**config.mk**
```make
export PLATFORM = sky130hd
export DESIGN_NAME = param_fifo
export DESIGN_NICKNAME = d
export VERILOG_FILES = /design/src/rtl/param_fifo.sv
export SDC_FILE = /design/constraint.sdc
export NUM_CORES = 1
export LEC_CHECK = 0
export CELL_PAD_IN_SITES_DETAIL_PLACEMENT = 0
export CELL_PAD_IN_SITES_GLOBAL_PLACEMENT = 1
export CORE_AREA = 10 10 110 112
export CTS_CLUSTER_SIZE = 12
export DETAILED_ROUTE_END_ITERATION = 10
export DIE_AREA = 0 0 120 122
export PLACE_DENSITY = 0.85
export SYNTH_ARGS = -nofsm -noshare
export SYNTH_HDL_FRONTEND = slang
export SYNTH_SLANG_ARGS = --single-unit
```
**constraint.sdc**
```tcl
create_clock -name clk -period 3.6 [get_ports clk]
set_input_delay 0.9 -clock clk [delete_from_list [all_inputs] [get_ports clk]]
set_output_delay 0.9 -clock clk [all_outputs]
set_load 0.02 [all_outputs]
```
**src/rtl/param_fifo.sv**
```systemverilog
// param_fifo: parametrised single-clock FIFO with optional first-word-fall-through
// read, programmable almost-full/almost-empty levels, an occupancy count and
// sticky overflow/underflow flags. Full/empty come only from count.
module param_fifo #(
  parameter int WIDTH    = 6,
  parameter int DEPTH    = 16,
  parameter int FWFT     = 0,
  parameter int AF_LEVEL = DEPTH - 2,
  parameter int AE_LEVEL = 2
) (
  input  logic                     clk,
  input  logic                     reset,
  input  logic                     WE,
  input  logic                     RE,
  input  logic [WIDTH-1:0]         data_in,
  input  logic                     clr_err,
  output logic [WIDTH-1:0]         data_out,
  output logic                     empty,
  output logic                     full,
  output logic                     almost_empty,
  output logic                     almost_full,
  output logic [$clog2(DEPTH):0]   count,
  output logic                     overflow,
  output logic                     underflow
);

  localparam int AW = $clog2(DEPTH);
  localparam int CW = AW + 1;

  logic [WIDTH-1:0] mem [DEPTH];
  logic [AW-1:0]    wr_ptr, rd_ptr;
  logic             write_ok, read_ok;

  // Acceptance is judged on the pre-edge occupancy.
  assign write_ok = WE & ~full;
  assign read_ok  = RE & ~empty;

  // Status decoded straight from the registered count.
  assign empty        = (count == '0);
  assign full         = (count == CW'(DEPTH));
  assign almost_empty = (count <= CW'(AE_LEVEL));
  assign almost_full  = (count >= CW'(AF_LEVEL));

  // Storage is never cleared; a write held off by reset does not land.
  always_ff @(posedge clk) begin
    if (reset && write_ok) mem[wr_ptr] <= data_in;
  end

  // Pointers wrap naturally at DEPTH (power of two); count tracks occupancy.
  always_ff @(posedge clk) begin
    if (!reset) begin
      wr_ptr <= '0;
      rd_ptr <= '0;
      count  <= '0;
    end else begin
      if (write_ok) wr_ptr <= wr_ptr + AW'(1);
      if (read_ok)  rd_ptr <= rd_ptr + AW'(1);
      case ({write_ok, read_ok})
        2'b10:   count <= count + CW'(1);
        2'b01:   count <= count - CW'(1);
        default: count <= count;
      endcase
    end
  end

  // Sticky error flags; a new error in the clearing cycle keeps the flag set.
  always_ff @(posedge clk) begin
    if (!reset) begin
      overflow  <= 1'b0;
      underflow <= 1'b0;
    end else begin
      if (WE && full)   overflow  <= 1'b1;
      else if (clr_err) overflow  <= 1'b0;
      if (RE && empty)  underflow <= 1'b1;
      else if (clr_err) underflow <= 1'b0;
    end
  end

  generate
    if (FWFT != 0) begin : g_fwft
      // Head word is always presented; zero while nothing is stored.
      always_comb begin
        data_out = '0;
        if (!empty) data_out = mem[rd_ptr];
      end
    end else begin : g_std
      // Registered read: popped word appears after the read edge, else holds.
      always_ff @(posedge clk) begin
        if (!reset)       data_out <= '0;
        else if (read_ok) data_out <= mem[rd_ptr];
      end
    end
  endgenerate

endmodule

```
==> impl_metrics.tcl <==
set metrics [dict create \
    crit_type "flop to output pin" \
    crit_fanout 6 \
    grt_usage_pct 13.89 \
    leakage_nw 1.923 \
    drc_errors 0 \
    drive_gt1_share_pct 15.82 \
    slew_headroom_pct 37.36 \
    status "complete, no violations" \
    fillers 766 \
    syn_area_sq_um 4878 \
    setup_viol 0 \
    cap_violations 0 \
    clock-sinks 117 \
    cts_buffer_depth 2 \
    vias 2698 \
    cp-endpoint "full" \
    yosys.area.top_type_share_pct 59.09 \
    multi_input_area_sq_um 1438 \
    grt_antenna_before_repair 0 \
    power.density_nw_per_um2 739.4 \
    wire_per_inst_microns 19.51 \
    yosysUniqueCellTypes 41 \
    layout_commonest_cell "edfxtp_1" \
    finalSetupTns_ns 0 \
    yosysWarnings 0 \
    die_w_microns 120 \
    p_total_mw 4.308 \
    cts_tree "built" \
    arrival_ns 2.07 \
    placementRows 37 \
    dpl-instance-area_sq_um 5268 \
    r2r_setup_slack_ns 1.07 \
    reg2reg_depth 11 \
    met3_usage_pct 4.255 \
    synth_compound_area_share_pct 5.719 \
    crit_path_end_kind "output pin" \
    fin_crit_sh_pct 82.58 \
    drv_slew 0 \
    synthMuxAreaShare_pct 11.72 \
    grt_pass1_vias 2742 \
    cts_buffers 17 \
    ys_top_cells_by_area "edfxtp_1, dfxtp_1, mux4_2" \
    seqCellArea_sq_um 3303 \
    synth-seq-cells 117 \
    drtIter0Drc 233 \
    hold_slack_ns 0.5431 \
    netlist_instances 301 \
    start_util_pct 48.56 \
    insertion_delay_ns 0.51 \
    fin_area_sq_um 5827 \
    hold_viol 0 \
    grt_pass1_wl_mm 15.41 \
    cts_setup_buffers 0 \
    grt_busiest_layer "met2" \
    synth_top_family_by_area "multiplexers" \
    ys_async_sr_fraction_pct 0 \
    wl_mm 9.559 \
    n_antenna_cell 0 \
    critPathLaunch "count[0]$_SDFFE_PN0P_" \
    grtUsageMet2_pct 22.15 \
    critical_path.cell_chain "nor3_4, and3_1, clkdlybuf4s50_1" \
    yosysTopAreaCell "edfxtp_1" \
    r2r-end "count[4]$_SDFFE_PN0P_" \
    ir_drop_v 0.0003469 \
    io_pins 28 \
    r2r_start "count[0]$_SDFFE_PN0P_" \
    synth_xor_area_share_pct 1.616 \
    skew_ns 0.009732 \
    required_ns 2.70 \
    met1_usage_pct 17.15 \
    core-area_sq_um 10050 \
    rsz0062_at_grt "no" \
    worst_slew_pin_slew_ns 0.9383 \
    cp_slowest_cell "clkdlybuf4s50_1" \
    cts-hold-fix-buffers 0 \
    root_buffer "clkbuf_8" \
    cts_htree_levels 4 \
    fmax_ghz 0.3364 \
    dieArea_sq_um 14640 \
    ant_nets 0 \
    synth_ff_type "edfxtp_1" \
    place.gp.congestion 0.7617 \
    grt_max_degree 26 \
    start_kind "flop" \
    nets 362 \
    path_clk_slew_ns 0.06 \
    yosys.area_share.simple_pct 7.694 \
    syn_nets 322 \
    first_pass_iters 5 \
    layout_common_cells "edfxtp_1, clkdlybuf4s50_1, dfxtp_1, nor2_1, clkbuf_16" \
    period_needed_ns 2.973 \
    yosysSeqAreaShare_pct 67.71 \
    cpPeakStageDelay_ns 0.61 \
    avgSynthCellArea_sq_um 16.21 \
    synthAdderAreaFrac_pct 2.719 \
    fp.dieH_microns 122 \
    ctsResizeCount 0 \
    portBuffers 27 \
    synth-edff-count 96 \
    area_delta_synth_final_pct 19.44 \
    hpwl_mm 6.290 \
    gr-total-overflow 0 \
    via_per_inst 5.506 \
    hp-class "flop to flop" \
]
## cells by family after synthesis
family,after synthesis
flip-flops,117
multiplexers,32
buffers and inverters,22
XOR/XNOR,9
AND/OR/NAND/NOR,70
AO/OA/AOI/OAI,41
adder cells (fa/ha/maj),10
## metrics by stage
| step | setup WS, ns | utilization, % | instances |
|---|---|---|---|
| after detailed placement | 0.3669 | 52.43 | 458 |
| after CTS | 0.5837 | 58.00 | 490 |
| after floorplan | 0.7922 | - | 301 |
| after global placement | 0.4314 | 52.43 | 458 |
| final | 0.6272 | 58.00 | 490 |
| after global routing | 0.4098 | 58.00 | 490 |
## cell usage after synthesis, types with 6 or more instances
cell type	instances
mux4_2	11
nor2_1	18
mux2i_1	14
inv_1	9
nand3_1	6
nand2_1	12
dfxtp_1	21
mux4_1	7
nor2b_1	10
and2_1	10
a21oi_1	14
edfxtp_1	96
ha_1	9
o21ai_0	9
o221ai_1	6
## metal layers
metal | wire length (microns) | part of all wire [%]
met1 | 3936 | 41
met2 | 4782 | 50
met3 | 648 | 6.8
met4 | 191 | 2.0
met5 | 0 | 0
## worst min path at each step
stage,startpoint,end,slack (ns),cells past startpoint
final,data_out[2]$_SDFFE_PN0P_,data_out[2]$_SDFFE_PN0P_,0.54,2
after global routing,data_out[1]$_SDFFE_PN0P_,data_out[1]$_SDFFE_PN0P_,0.58,2
after CTS,data_out[1]$_SDFFE_PN0P_,data_out[1]$_SDFFE_PN0P_,0.54,2
after detailed placement,data_out[1]$_SDFFE_PN0P_,data_out[1]$_SDFFE_PN0P_,0.52,2
after global placement,data_out[1]$_SDFFE_PN0P_,data_out[1]$_SDFFE_PN0P_,0.52,2
after floorplan,wr_ptr[3]$_SDFFE_PN0P_,wr_ptr[3]$_SDFFE_PN0P_,0.58,2
## registers in the layout, summed over array words and instances, names as in the netlist
signal / flops
count: 5
overflow: 1
rd_ptr: 4
underflow: 1
data_out: 6
wr_ptr: 4
mem: 96
## report_power, final
group	leakage (nW)	internal (mW)	switching, mW
Clock	0.267	0.936	0.633
Combinational	0.619	0.525	0.525
Sequential	1.04	1.56	0.135
Total	1.92	3.02	1.29
## layout make-up
type	instances	share of cell area [%]
Sequential cell	117	56.69
Multi-Input combinational cell	162	24.67
Clock buffer	18	7.172
Timing Repair Buffer	34	5.540
Tap cell	136	2.920
Clock inverter	14	2.426
Inverter	9	0.5798
## worst max-delay path: cells and delay by family, from the launching register on
| family | cells | cell delay [ns] |
|---|---|---|
| flops | 1 | 0.38 |
| buf+inv | 1 | 0.61 |
| simple gates | 2 | 0.58 |
No activity file was read; power rests on OpenSTA's default activity.
